===== config.mk =====
export PLATFORM = sky130hd
export DESIGN_NAME = rv32_mod_instruction_prefetch
export DESIGN_NICKNAME = d
export VERILOG_FILES = /design/src/rtl/rv32_pkg.sv /design/src/rtl/rv32_mod_fifo_sync.sv /design/src/rtl/rv32_mod_instruction_prefetch.sv
export SDC_FILE = /design/constraint.sdc
export NUM_CORES = 1
export LEC_CHECK = 0
export BUFFER_PORTS_ARGS = -buffer_cell sky130_fd_sc_hd__buf_2
export CAP_MARGIN = 20
export CORE_UTILIZATION = 58
export DETAILED_ROUTE_END_ITERATION = 12
export GPL_ROUTABILITY_DRIVEN = 0
export GPL_TIMING_DRIVEN = 0
export HOLD_SLACK_MARGIN = 0.08
export PLACE_DENSITY = 0.83
export SLEW_MARGIN = 0
export SYNTH_ARGS = -nofsm -noshare
export SYNTH_HDL_FRONTEND = slang
export SYNTH_HIERARCHICAL = 1
export SYNTH_SLANG_ARGS = --single-unit

===== constraint.sdc =====
create_clock -name clk -period 6.5 [get_ports clk]
set_input_delay 0.325 -clock clk [delete_from_list [all_inputs] [get_ports clk]]
set_output_delay 0.325 -clock clk [all_outputs]
set_load 0.03 [all_outputs]

===== src/rtl/rv32_pkg.sv =====
// Types and constants shared by the rv32imc fetch-side blocks.
package rv32_pkg;

    typedef struct packed {
        logic [31:0] data;
        logic        err;
    } fetch_entry_t;

    localparam int          FETCH_ENTRY_W   = $bits(fetch_entry_t);
    localparam logic [31:0] RV32_RESET_ADDR = 32'h0000_0000;

endpackage


===== src/rtl/rv32_mod_fifo_sync.sv =====
// Synchronous FIFO with head and head+1 peek ports; clear empties it in one cycle.
module rv32_mod_fifo_sync #(
    parameter int WIDTH = 33,
    parameter int DEPTH = 4
) (
    input  logic                     clk,
    input  logic                     reset,
    input  logic                     clear,
    input  logic                     push,
    input  logic [WIDTH-1:0]         push_data,
    input  logic                     pop,
    output logic [WIDTH-1:0]         peek0,
    output logic [WIDTH-1:0]         peek1,
    output logic                     full,
    output logic                     empty,
    output logic [$clog2(DEPTH):0]   count
);
    localparam int          AW       = $clog2(DEPTH);
    localparam logic [AW:0] FULL_CNT = (AW+1)'(DEPTH);

    logic [WIDTH-1:0] mem [DEPTH];
    logic [AW-1:0]    wr_ptr;
    logic [AW-1:0]    rd_ptr;
    logic [AW-1:0]    rd_ptr_n;
    logic [AW:0]      cnt;
    logic             do_push;
    logic             do_pop;

    assign full     = (cnt == FULL_CNT);
    assign empty    = (cnt == '0);
    assign count    = cnt;
    assign do_pop   = pop && !empty;
    // A push into a full FIFO is accepted when the head leaves in the same cycle.
    assign do_push  = push && (!full || do_pop);
    assign rd_ptr_n = rd_ptr + AW'(1);
    assign peek0    = mem[rd_ptr];
    assign peek1    = mem[rd_ptr_n];

    always_ff @(posedge clk) begin
        if (!reset || clear) begin
            wr_ptr <= '0;
            rd_ptr <= '0;
            cnt    <= '0;
        end else begin
            if (do_push) wr_ptr <= wr_ptr + AW'(1);
            if (do_pop)  rd_ptr <= rd_ptr_n;
            cnt <= cnt + (AW+1)'(do_push) - (AW+1)'(do_pop);
        end
    end

    always_ff @(posedge clk) begin
        if (do_push) mem[wr_ptr] <= push_data;
    end

endmodule


===== src/rtl/rv32_mod_instruction_prefetch.sv =====
// Instruction prefetch: word fetcher, prefetch queue and 16/32-bit realigner
// feeding the decoder one instruction at a time, with flush-based redirect.
module rv32_mod_instruction_prefetch
    import rv32_pkg::*;
#(
    parameter int          DEPTH      = 4,
    parameter logic [31:0] RESET_ADDR = RV32_RESET_ADDR
) (
    input  logic        clk,
    input  logic        reset,
    output logic        instr_req,
    input  logic        instr_ack,
    input  logic        instr_err,
    output logic [31:0] instr_addr,
    input  logic [31:0] instr_data_i,
    input  logic        flush,
    input  logic [31:0] flush_addr,
    output logic        out_valid,
    input  logic        out_ready,
    output logic [31:0] out_instr,
    output logic [31:0] out_pc,
    output logic        out_is_compressed,
    output logic        out_err
);
    localparam int          CW        = $clog2(DEPTH) + 1;
    localparam logic [CW:0] DEPTH_OCC = (CW+1)'(DEPTH);

    logic                     req_q;
    logic                     discard_q;
    logic                     halt_q;
    logic [31:0]              addr_q;
    logic [31:0]              ptr_q;
    logic [31:0]              pc_q;
    logic                     resp;
    logic                     push;
    logic                     pop;
    logic                     consume;
    logic                     issue;
    logic                     halt_next;
    logic [31:0]              ptr_eff;
    logic [31:0]              pc_next;
    logic [CW:0]              occ_next;
    fetch_entry_t             push_entry;
    fetch_entry_t             head;
    fetch_entry_t             nxt;
    logic [FETCH_ENTRY_W-1:0] peek0;
    logic [FETCH_ENTRY_W-1:0] peek1;
    logic [CW-1:0]            count;
    logic                     full;
    logic                     empty;
    logic [15:0]              half_sel;
    logic                     unused_bits;

    rv32_mod_fifo_sync #(
        .WIDTH (FETCH_ENTRY_W),
        .DEPTH (DEPTH)
    ) u_queue (
        .clk       (clk),
        .reset     (reset),
        .clear     (flush),
        .push      (push),
        .push_data (push_entry),
        .pop       (pop),
        .peek0     (peek0),
        .peek1     (peek1),
        .full      (full),
        .empty     (empty),
        .count     (count)
    );

    assign head        = fetch_entry_t'(peek0);
    assign nxt         = fetch_entry_t'(peek1);
    assign unused_bits = ^{nxt.data[31:16], full};

    // Responses to a request issued before a flush are dropped on arrival.
    assign resp       = req_q && (instr_ack || instr_err);
    assign push       = resp && !discard_q && !flush;
    assign push_entry = '{data: instr_data_i, err: instr_err};

    assign instr_req  = req_q;
    assign instr_addr = addr_q;
    assign out_pc     = pc_q;

    always_comb begin
        out_valid         = 1'b0;
        out_instr         = 32'h0;
        out_is_compressed = 1'b0;
        out_err           = 1'b0;
        half_sel          = pc_q[1] ? head.data[31:16] : head.data[15:0];
        if (!empty) begin
            if (head.err) begin
                out_valid = 1'b1;
                out_err   = 1'b1;
            end else if (half_sel[1:0] != 2'b11) begin
                out_valid         = 1'b1;
                out_instr         = {16'h0, half_sel};
                out_is_compressed = 1'b1;
            end else if (!pc_q[1]) begin
                out_valid = 1'b1;
                out_instr = head.data;
            end else if (count > CW'(1)) begin
                // Upper half of the head word plus lower half of the next word.
                out_valid = 1'b1;
                out_instr = {nxt.data[15:0], half_sel};
                out_err   = nxt.err;
            end
        end
    end

    assign consume   = out_valid && out_ready && !flush;
    assign pc_next   = pc_q + (out_is_compressed ? 32'd2 : 32'd4);
    assign pop       = consume && (pc_next[31:2] != pc_q[31:2]);
    assign halt_next = !flush && (halt_q || (push && instr_err));
    assign ptr_eff   = flush ? (flush_addr & ~32'h3) : ptr_q;

    // Post-edge occupancy; the word about to be requested must still fit.
    always_comb begin
        occ_next = '0;
        if (!flush) occ_next = {1'b0, count} + (CW+1)'(push) - (CW+1)'(pop);
    end

    assign issue = (!req_q || resp) && !halt_next && (occ_next < DEPTH_OCC);

    always_ff @(posedge clk) begin
        if (!reset) begin
            req_q     <= 1'b0;
            discard_q <= 1'b0;
            halt_q    <= 1'b0;
            addr_q    <= RESET_ADDR & ~32'h3;
            ptr_q     <= RESET_ADDR & ~32'h3;
            pc_q      <= RESET_ADDR;
        end else begin
            halt_q <= halt_next;
            if (issue) begin
                req_q     <= 1'b1;
                addr_q    <= ptr_eff;
                ptr_q     <= ptr_eff + 32'd4;
                discard_q <= 1'b0;
            end else begin
                ptr_q <= ptr_eff;
                if (resp) begin
                    req_q     <= 1'b0;
                    discard_q <= 1'b0;
                end else if (flush && req_q) begin
                    discard_q <= 1'b1;
                end
            end
            if (flush)        pc_q <= flush_addr & ~32'h1;
            else if (consume) pc_q <= pc_next;
        end
    end

endmodule

==> reports/metrics.yaml, run 1 <==
nets: 1273
drv_cap: 0
multi_input_area_mm2: 0.00483
fin_skew_ns: 0.0261
syn_area_mm2: 0.0113
grt_overflow: 0
clock_latency_ns: 0.52
cts_tree: "yes"
htreeDepth: 1
power_density_mw_per_mm2: 258
postLayoutCoreUtil_pct: 71.9
hpwl_mm: 21.3
arrival_ns: 6.61
finalMaxSlewViolations: 0
max_freq_mhz: 163
initial_core_util_pct: 59.8
grt_antenna_before_repair: 0
viasPerCell: 6.27
route.vias.total: 9196
status: "completed"
first_iter_violations: 1090
syn_area_per_cell_um2: 11.7
grt_first_pass_wirelength_mm: 50.1
grt_pass1_vias: 8974
dieArea_mm2: 0.0201
crit_fanout: 10
peakVddDrop_v: 0.000196
clk_path_buf_depth: 3
wire_per_inst_um: 22.2
cts-root-buf: "clkbuf_16"
preCtsSetupSlack_ns: 0.336
cp-end-kind: "register"
row_count: 50
r2r-end: "ptr_q[30]"
p_leak_nw: 5.12
drtAntennaViolNets: 0
regToRegSetupSlack_ns: 0.35
cp-start-kind: "register"
reg2regPathDepth: 20
rsz0062_at_grt: "no"
first_pass_iters: 6
fin_crit_sh_pct: 94.6
dieHeight_um: 142
area_delta_synth_final_pct: 20.2
min_to: "out_pc[23]"
synth_cells: 963
numPortBuffers: 167
die_w_um: 142
final_hold_viol_count: 0
fillerInstances: 1261
tns_ns: 0
regArea_mm2: 0.00611
io_pins: 170
worst_slack_ns: 0.348
drc: 0
grtUsageTotal_pct: 32.8
min_period_ns: 6.15
ys.warnings.count: 6
tightest_slew_ns: 1.02
synth_fp_nets: 1047
cts_buffers: 25
critPathRequiredTime_ns: 6.96
slew_headroom_pct: 31.2
drive_gt1_share_pct: 25.3
numClockSinks: 239
hold_path.class: "in -> reg"
grt_max_degree: 34
hp-start: "flush_addr[23]"
whs_path_depth: 3
critPathKind: "reg -> reg"
setup_viol: 0
path_clk_slew_ns: 0.06
routed_wirelength_mm: 32.5
core_area_mm2: 0.0189
## worst max-delay path, stage by stage, from the launching register on
cell and delay (ns):
dfxtp_1 0.31, buf_2 0.22, buf_2 0.40, mux4_2 0.63
a32o_1 0.33, nand2b_1 0.24, inv_1 0.13, ha_1 0.21
fa_1 0.48, xor2_1 0.15, nor2_1 0.07, a211oi_1 0.57
ha_1 0.24, inv_1 0.04, ha_1 0.26, nor4b_1 0.17
o221ai_1 0.55, nand4_1 0.28, buf_2 0.26, o31ai_1 0.31
and3_1 0.22
## where the power goes
part	total [W]	internal (W)	leakage, nW	switching [W]
combinational	0.000412	0.000141	2.65	0.000271
clock	0.00141	0.000815	0.393	0.000594
sequential	0.00169	0.00165	2.08	0.0000403
## placed cells by master (no fill, tap or decap), types with 7 or more instances in the layout
cell type      count
dlygate4sd3_1     32
nor3_1            19
nor2_1           110
buf_2            188
ha_1              12
dfxtp_1          107
clkbuf_1          37
clkbuf_16         26
xnor2_1           31
nor2b_1           22
o21ai_0           30
xor2_1            13
nand4_1           20
mux2i_1           42
nand3_1           24
edfxtp_1         132
mux4_2            50
and4_1             7
a21oi_1           56
a211oi_1          30
inv_1             18
nand2b_1          10
and3_1            11
nand2_1           57
## final cells by class
class / instances / share of cell area (%)
timing repair buffer: 199 / 8.51
multi-input combinational: 637 / 35.5
buffer: 67 / 2.26
tap: 260 / 2.39
inverter: 20 / 0.552
antenna: 1 / 0.0184
clock inverter: 14 / 0.920
clock buffer: 30 / 4.93
sequential: 239 / 44.9
## worst max path at each step
| stage | start | end | slack, ns |
|---|---|---|---|
| after floorplan | register | ptr_q[30] | 1.36 |
| after global placement | register | ptr_q[30] | 0.52 |
| after detailed placement | register | ptr_q[23] | 0.34 |
| after CTS | register | ptr_q[30] | 0.33 |
| after global routing | register | ptr_q[17] | 0.07 |
| final | register | ptr_q[30] | 0.35 |
## routing by layer
layer	wire length, um	up-vias	global-route usage, %
li1	-	4043	-
met3	3550	100	6.58
met5	0	-	0
met1	12500	4434	43.3
met2	15200	619	52.8
met4	1250	0	14.3
## per-stage QoR
step | std cells | instance area (um2) | hold slack [ns] | power (W)
2_1_floorplan | 963 | 11300 | 0.424 | 0.00196
3_3_place_gp | 1390 | 12500 | 0.450 | 0.00209
3_5_place_dp | 1390 | 12500 | 0.447 | 0.00210
4_1_cts | 1466 | 13600 | 0.0878 | 0.00350
5_1_grt | 1466 | 13600 | 0.109 | 0.00361
6_report | 1467 | 13600 | 0.0975 | 0.00351
## repair_timing
item | CTS | global route
gates resized for setup | 0 | 4
endpoints found under the setup margin | 0 | 17
endpoints found under the hold margin | 128 | 0
buffers inserted | 0 | 0
hold buffers | 32 | 0
## sequential cells by signal (all words and copies together) (netlist names), named ones only
signal	flops
halt_q	1
u_queue/wr_ptr	2
u_queue/count	3
instr_req	1
out_pc	31
ptr_q	32
u_queue/rd_ptr	2
u_queue/mem	132
instr_addr	32
discard_q	1
No activity file was read; power rests on OpenSTA's default activity.
==> run 2, diff against run 1 <==
--- a/config.mk
+++ b/config.mk
@@ -5,9 +5,10 @@
 export SDC_FILE = /design/constraint.sdc
 export NUM_CORES = 1
 export LEC_CHECK = 0
+export ABC_AREA = 1
 export BUFFER_PORTS_ARGS = -buffer_cell sky130_fd_sc_hd__buf_2
 export CAP_MARGIN = 20
-export CORE_UTILIZATION = 58
+export CORE_UTILIZATION = 59
 export DETAILED_ROUTE_END_ITERATION = 12
 export GPL_ROUTABILITY_DRIVEN = 0
 export GPL_TIMING_DRIVEN = 0
==> run 2 against run 1 <==
Sequential cell count is the same; sequential power is essentially flat; first-iteration DRC count grew 56%; via count grew 35%; non-clock buffer count grew 18; wire length grew 17%; synthesized area grew 9.2%; final cell count grew 43%; largest cell class unchanged.
==> reports/metrics.yaml, run 2 <==
numClockSinks: 239
clock_latency_ns: 0.54
p_leak_nw: 6.22
critPathMaxStageDelay_ns: 0.53
final_hold_viol_count: 0
peakVddDrop_v: 0.000241
layout_common_cells: "nand2_1 (398), nor2_1 (253), buf_2 (197)"
fin_skew_ns: 0.0178
initial_core_util_pct: 60.6
dieArea_mm2: 0.0215
power_density_mw_per_mm2: 241
area_delta_synth_final_pct: 19.9
clockPowerShare_pct: 40.5
synth_fp_nets: 1655
preCtsSetupSlack_ns: 0.881
grt_pass1_vias: 11260
sequentialPowerShare_pct: 47.3
power_frac_comb_pct: 12.2
wire_per_inst_um: 18.2
crit_fanout: 10
slew_headroom_pct: 35.3
power.total_w: 0.00357
rsz0062_at_grt: "no"
io_pins: 170
cts_resized: 0
mostFrequentLayoutCell: "nand2_1"
p_sw_w: 0.000956
path_clk_slew_ns: 0.06
row_count: 52
drtAntennaViolNets: 0
cpMaxStageDelayCell: "fa_1"
drive_gt1_share_pct: 19.3
viasPerCell: 5.92
hold_path.class: "in -> reg"
htreeDepth: 1
p_int_w: 0.00262
cts_buffers: 25
drc: 0
regMostFlops: "u_queue/mem"
regToRegSetupSlack_ns: 0.57
switching_share_pct: 26.8
grt_overflow: 0
grt_antenna_before_repair: 0
setup_viol: 0
grt_first_pass_wirelength_mm: 58.6
finalMaxSlewViolations: 0
ys.warnings.count: 6
grt_max_degree: 25
synth_cells: 1571
path_common_cell: "inv_1"
grtUsageTotal_pct: 34.7
cp-start-kind: "register"
tightest_slew_ns: 0.961
drv_cap: 0
clk_path_buf_depth: 3
die_w_um: 147
cts-root-buf: "clkbuf_16"
nets: 1887
largest_reg_flops: 132
first_iter_violations: 1699
dieHeight_um: 147
worst_slack_ns: 0.573
cts_tree: "yes"
critPathKind: "reg -> reg"
arrival_ns: 6.40
status: "completed"
max_freq_mhz: 169
tns_ns: 0
route.vias.total: 12386
syn_area_per_cell_um2: 7.86
fillerInstances: 1542
first_pass_iters: 11
core_area_mm2: 0.0204
cp-end-kind: "register"
syn_area_mm2: 0.0123
post-cts-setup-buffers: 0
routed_wirelength_mm: 38.0
hpwl_mm: 27.0
min_period_ns: 5.93
diodes: 0
fin_crit_sh_pct: 91.2
critPathRequiredTime_ns: 6.97
numPortBuffers: 167
## run 2: power groups by stage
stage	logic, W	registers, W	clock network, W
detailed placement	0.000406	0.00172	0
global placement	0.000392	0.00172	0
CTS	0.000427	0.00169	0.00145
finish	0.000437	0.00169	0.00145
global route	0.000470	0.00169	0.00151
floorplan	0.000207	0.00177	0
## run 2: timing repair
item	4_1_cts	5_1_grt
setup endpoints to repair	0	0
endpoints found under the hold margin	133	0
hold buffers	34	0
## run 2: cell type report
cell class	instances	area (um2)	share of cell area [%]
Tap cell	270	338	2.28
Inverter	109	417	2.81
Clock buffer	25	626	4.23
Buffer	79	432	2.92
Clock inverter	21	201	1.36
Multi-Input combinational cell	1144	5420	36.6
Timing Repair Buffer	205	1260	8.53
Sequential cell	239	6110	41.2
## run 2: worst max-delay path, delay by kind of cell, from the launching register on
kind | cells | cell delay, ns
XOR/XNOR | 1 | 0.15
adder cells (fa/ha/maj) | 4 | 1.28
AND/OR/NAND/NOR | 10 | 1.38
flip-flops | 1 | 0.41
buffers and inverters | 8 | 1.50
AO/OA/AOI/OAI | 5 | 1.15
## run 2: path summary, 6_finish.rpt
| kind | from | endpoint | cells past startpoint |
|---|---|---|---|
| min reg2reg | ptr_q[0] | ptr_q[0] | 2 |
| min | flush_addr[26] | out_pc[26] | 3 |
| max reg2reg | register | instr_addr[12] | 28 |
| max | register | instr_addr[12] | 28 |
## run 2: layer usage
layer  global-route usage (%)  share of wire, %
met5                        0                 0
met4                     13.9               3.6
met3                     6.28                12
met2                     53.2                45
met1                     48.7                39
## run 2: per-stage QoR
stage	hold slack [ns]	utilization, %	instance area [um2]	std cells
CTS	0.107	72.7	14800	2092
detailed placement	0.434	67.0	13600	2012
global route	0.128	72.7	14800	2092
floorplan	0.419	-	12300	1571
finish	0.112	72.7	14800	2092
global placement	0.434	66.4	13500	2008
==> run 3, diff against run 2 <==
--- a/config.mk
+++ b/config.mk
@@ -14,6 +14,7 @@
 export GPL_TIMING_DRIVEN = 0
 export HOLD_SLACK_MARGIN = 0.08
 export PLACE_DENSITY = 0.83
+export REMOVE_ABC_BUFFERS = 1
 export SLEW_MARGIN = 0
 export SYNTH_ARGS = -nofsm -noshare
 export SYNTH_HDL_FRONTEND = slang
==> constraint.sdc (replaced) <==
create_clock -name clk -period 6.5 [get_ports clk]
set_input_delay 1.3 -clock clk [delete_from_list [all_inputs] [get_ports clk]]
set_output_delay 1.3 -clock clk [all_outputs]
set_load 0.03 [all_outputs]
==> run 3 against run 2 <==
Sequential power about the same; combinational power down 8.7%; highest routed layer is now met5; wire length down 8.6%; count of clock-buffer cells in the layout up 14; setup slack worse by 0.24 ns; non-clock buffer count down 102; first-iteration DRC count down 26%; largest cell class unchanged.
==> reports/metrics.yaml, run 3 (synthesized netlist as in run 2, its figures left out) <==
numClockSinks: 239
drive_gt1_share_pct: 18.4
die_w_um: 147
critPathRequiredTime_ns: 6.96
rsz0062_at_grt: "no"
critPathMaxStageDelay_ns: 0.98
power_frac_comb_pct: 11.5
grt_max_degree: 67
fin_crit_sh_pct: 94.9
mostFrequentLayoutCell: "nand2_1"
clockPowerShare_pct: 39.9
grt_pass1_vias: 10790
peakVddDrop_v: 0.000220
min_period_ns: 6.17
routed_wirelength_mm: 34.7
hpwl_mm: 22.5
first_pass_iters: 6
path_clk_slew_ns: 0.06
fin_skew_ns: 0.0202
clk_path_buf_depth: 3
p_int_w: 0.00257
area_delta_synth_final_pct: 15.0
setup_viol: 0
io_pins: 170
hold_path.class: "reg -> reg"
p_sw_w: 0.000907
switching_share_pct: 26.1
cpMaxStageDelayCell: "dfxtp_1"
max_freq_mhz: 162
cts_buffers: 25
tightest_slew_ns: 1.08
nets: 1786
slew_headroom_pct: 28.1
sequentialPowerShare_pct: 48.7
power.total_w: 0.00348
cts-root-buf: "clkbuf_16"
clock_latency_ns: 0.54
cp-end-kind: "register"
drtAntennaViolNets: 0
final_hold_viol_count: 0
initial_core_util_pct: 60.6
dieHeight_um: 147
wire_per_inst_um: 17.4
htreeDepth: 1
finalMaxSlewViolations: 0
viasPerCell: 5.89
path_common_cell: "nand2_1"
tns_ns: 0
arrival_ns: 6.62
grtUsageTotal_pct: 31.6
status: "completed"
drv_cap: 0
first_iter_violations: 1254
crit_fanout: 50
p_leak_nw: 5.92
critPathKind: "reg -> reg"
core_area_mm2: 0.0204
power_density_mw_per_mm2: 245
cp-start-kind: "register"
grt_overflow: 0
layout_common_cells: "nand2_1 (397), nor2_1 (252), buf_2 (168)"
row_count: 52
numPortBuffers: 167
dieArea_mm2: 0.0215
grt_first_pass_wirelength_mm: 54.1
largest_reg_flops: 132
regMostFlops: "u_queue/mem"
route.vias.total: 11730
grt_antenna_before_repair: 2
cts_tree: "yes"
drc: 0
run 3: path summary, 6_finish.rpt:
check,depth (start not counted),to,startpoint,slack (ns)
worst min register to register,2,ptr_q[0],ptr_q[0],0.44
worst min-delay path,2,ptr_q[0],ptr_q[0],0.44
worst max-delay path,27,ptr_q[14],out_pc[1],0.33
worst max register to register,27,ptr_q[14],out_pc[1],0.33
run 3: what timing repair did:
item                       4_1_cts  5_1_grt
buffers inserted                 3        0
cloned                           1        0
hold buffers                     0        0
setup endpoints to repair       36       36
gates resized for setup          3        1
run 3: layout make-up:
cell class / count / area [um2]
timing repair buffer: 182 / 1110
antenna: 1 / 2.50
sequential: 239 / 6110
clock buffer: 39 / 759
tap: 270 / 338
clock inverter: 6 / 33.8
inverter: 109 / 423
timing repair inverter: 1 / 5.00
multi-input combinational: 1144 / 5430
fill: 1545 / 6160
run 3: worst max-delay path, delay by kind of cell (launching register included):
family	cells	cell delay (ns)
xor gates and xnor gates	1	0.18
and+or+nand+nor	16	2.33
buffers and inverters	6	1.31
adders and majority gates	4	1.23
DFF	1	0.98
run 3: stage by stage:
step | instance area (um2) | setup WS [ns] | hold slack [ns] | cells | util (%)
detailed placement | 13300 | -0.143 | 0.430 | 1939 | 65.5
floorplan | 11900 | -0.261 | 0.419 | 1492 | -
global placement | 13100 | -2.54 | 0.426 | 1929 | 64.3
finish | 14200 | 0.333 | 0.442 | 1991 | 69.8
CTS | 14200 | 0.0706 | 0.440 | 1988 | 69.6
global route | 14200 | 0.0951 | 0.488 | 1991 | 69.8
run 3: power by group through the flow:
stage	logic, W	clock network [W]	registers [W]
after floorplan	0.000184	0	0.00178
after global placement	0.000368	0	0.00172
after detailed placement	0.000387	0	0.00172
after CTS	0.000391	0.00139	0.00169
after global routing	0.000432	0.00146	0.00170
final	0.000399	0.00138	0.00169
run 3: routing by layer:
layer	part of all wire (%)	up-vias	GRT usage, %	wire length, um
met2	46	714	49.6	15900
met5	0.037	-	0	13
met1	40	5448	42.8	13700
met4	3.9	2	14.4	1360
met3	11	118	5.75	3680
li1	-	5448	-	-
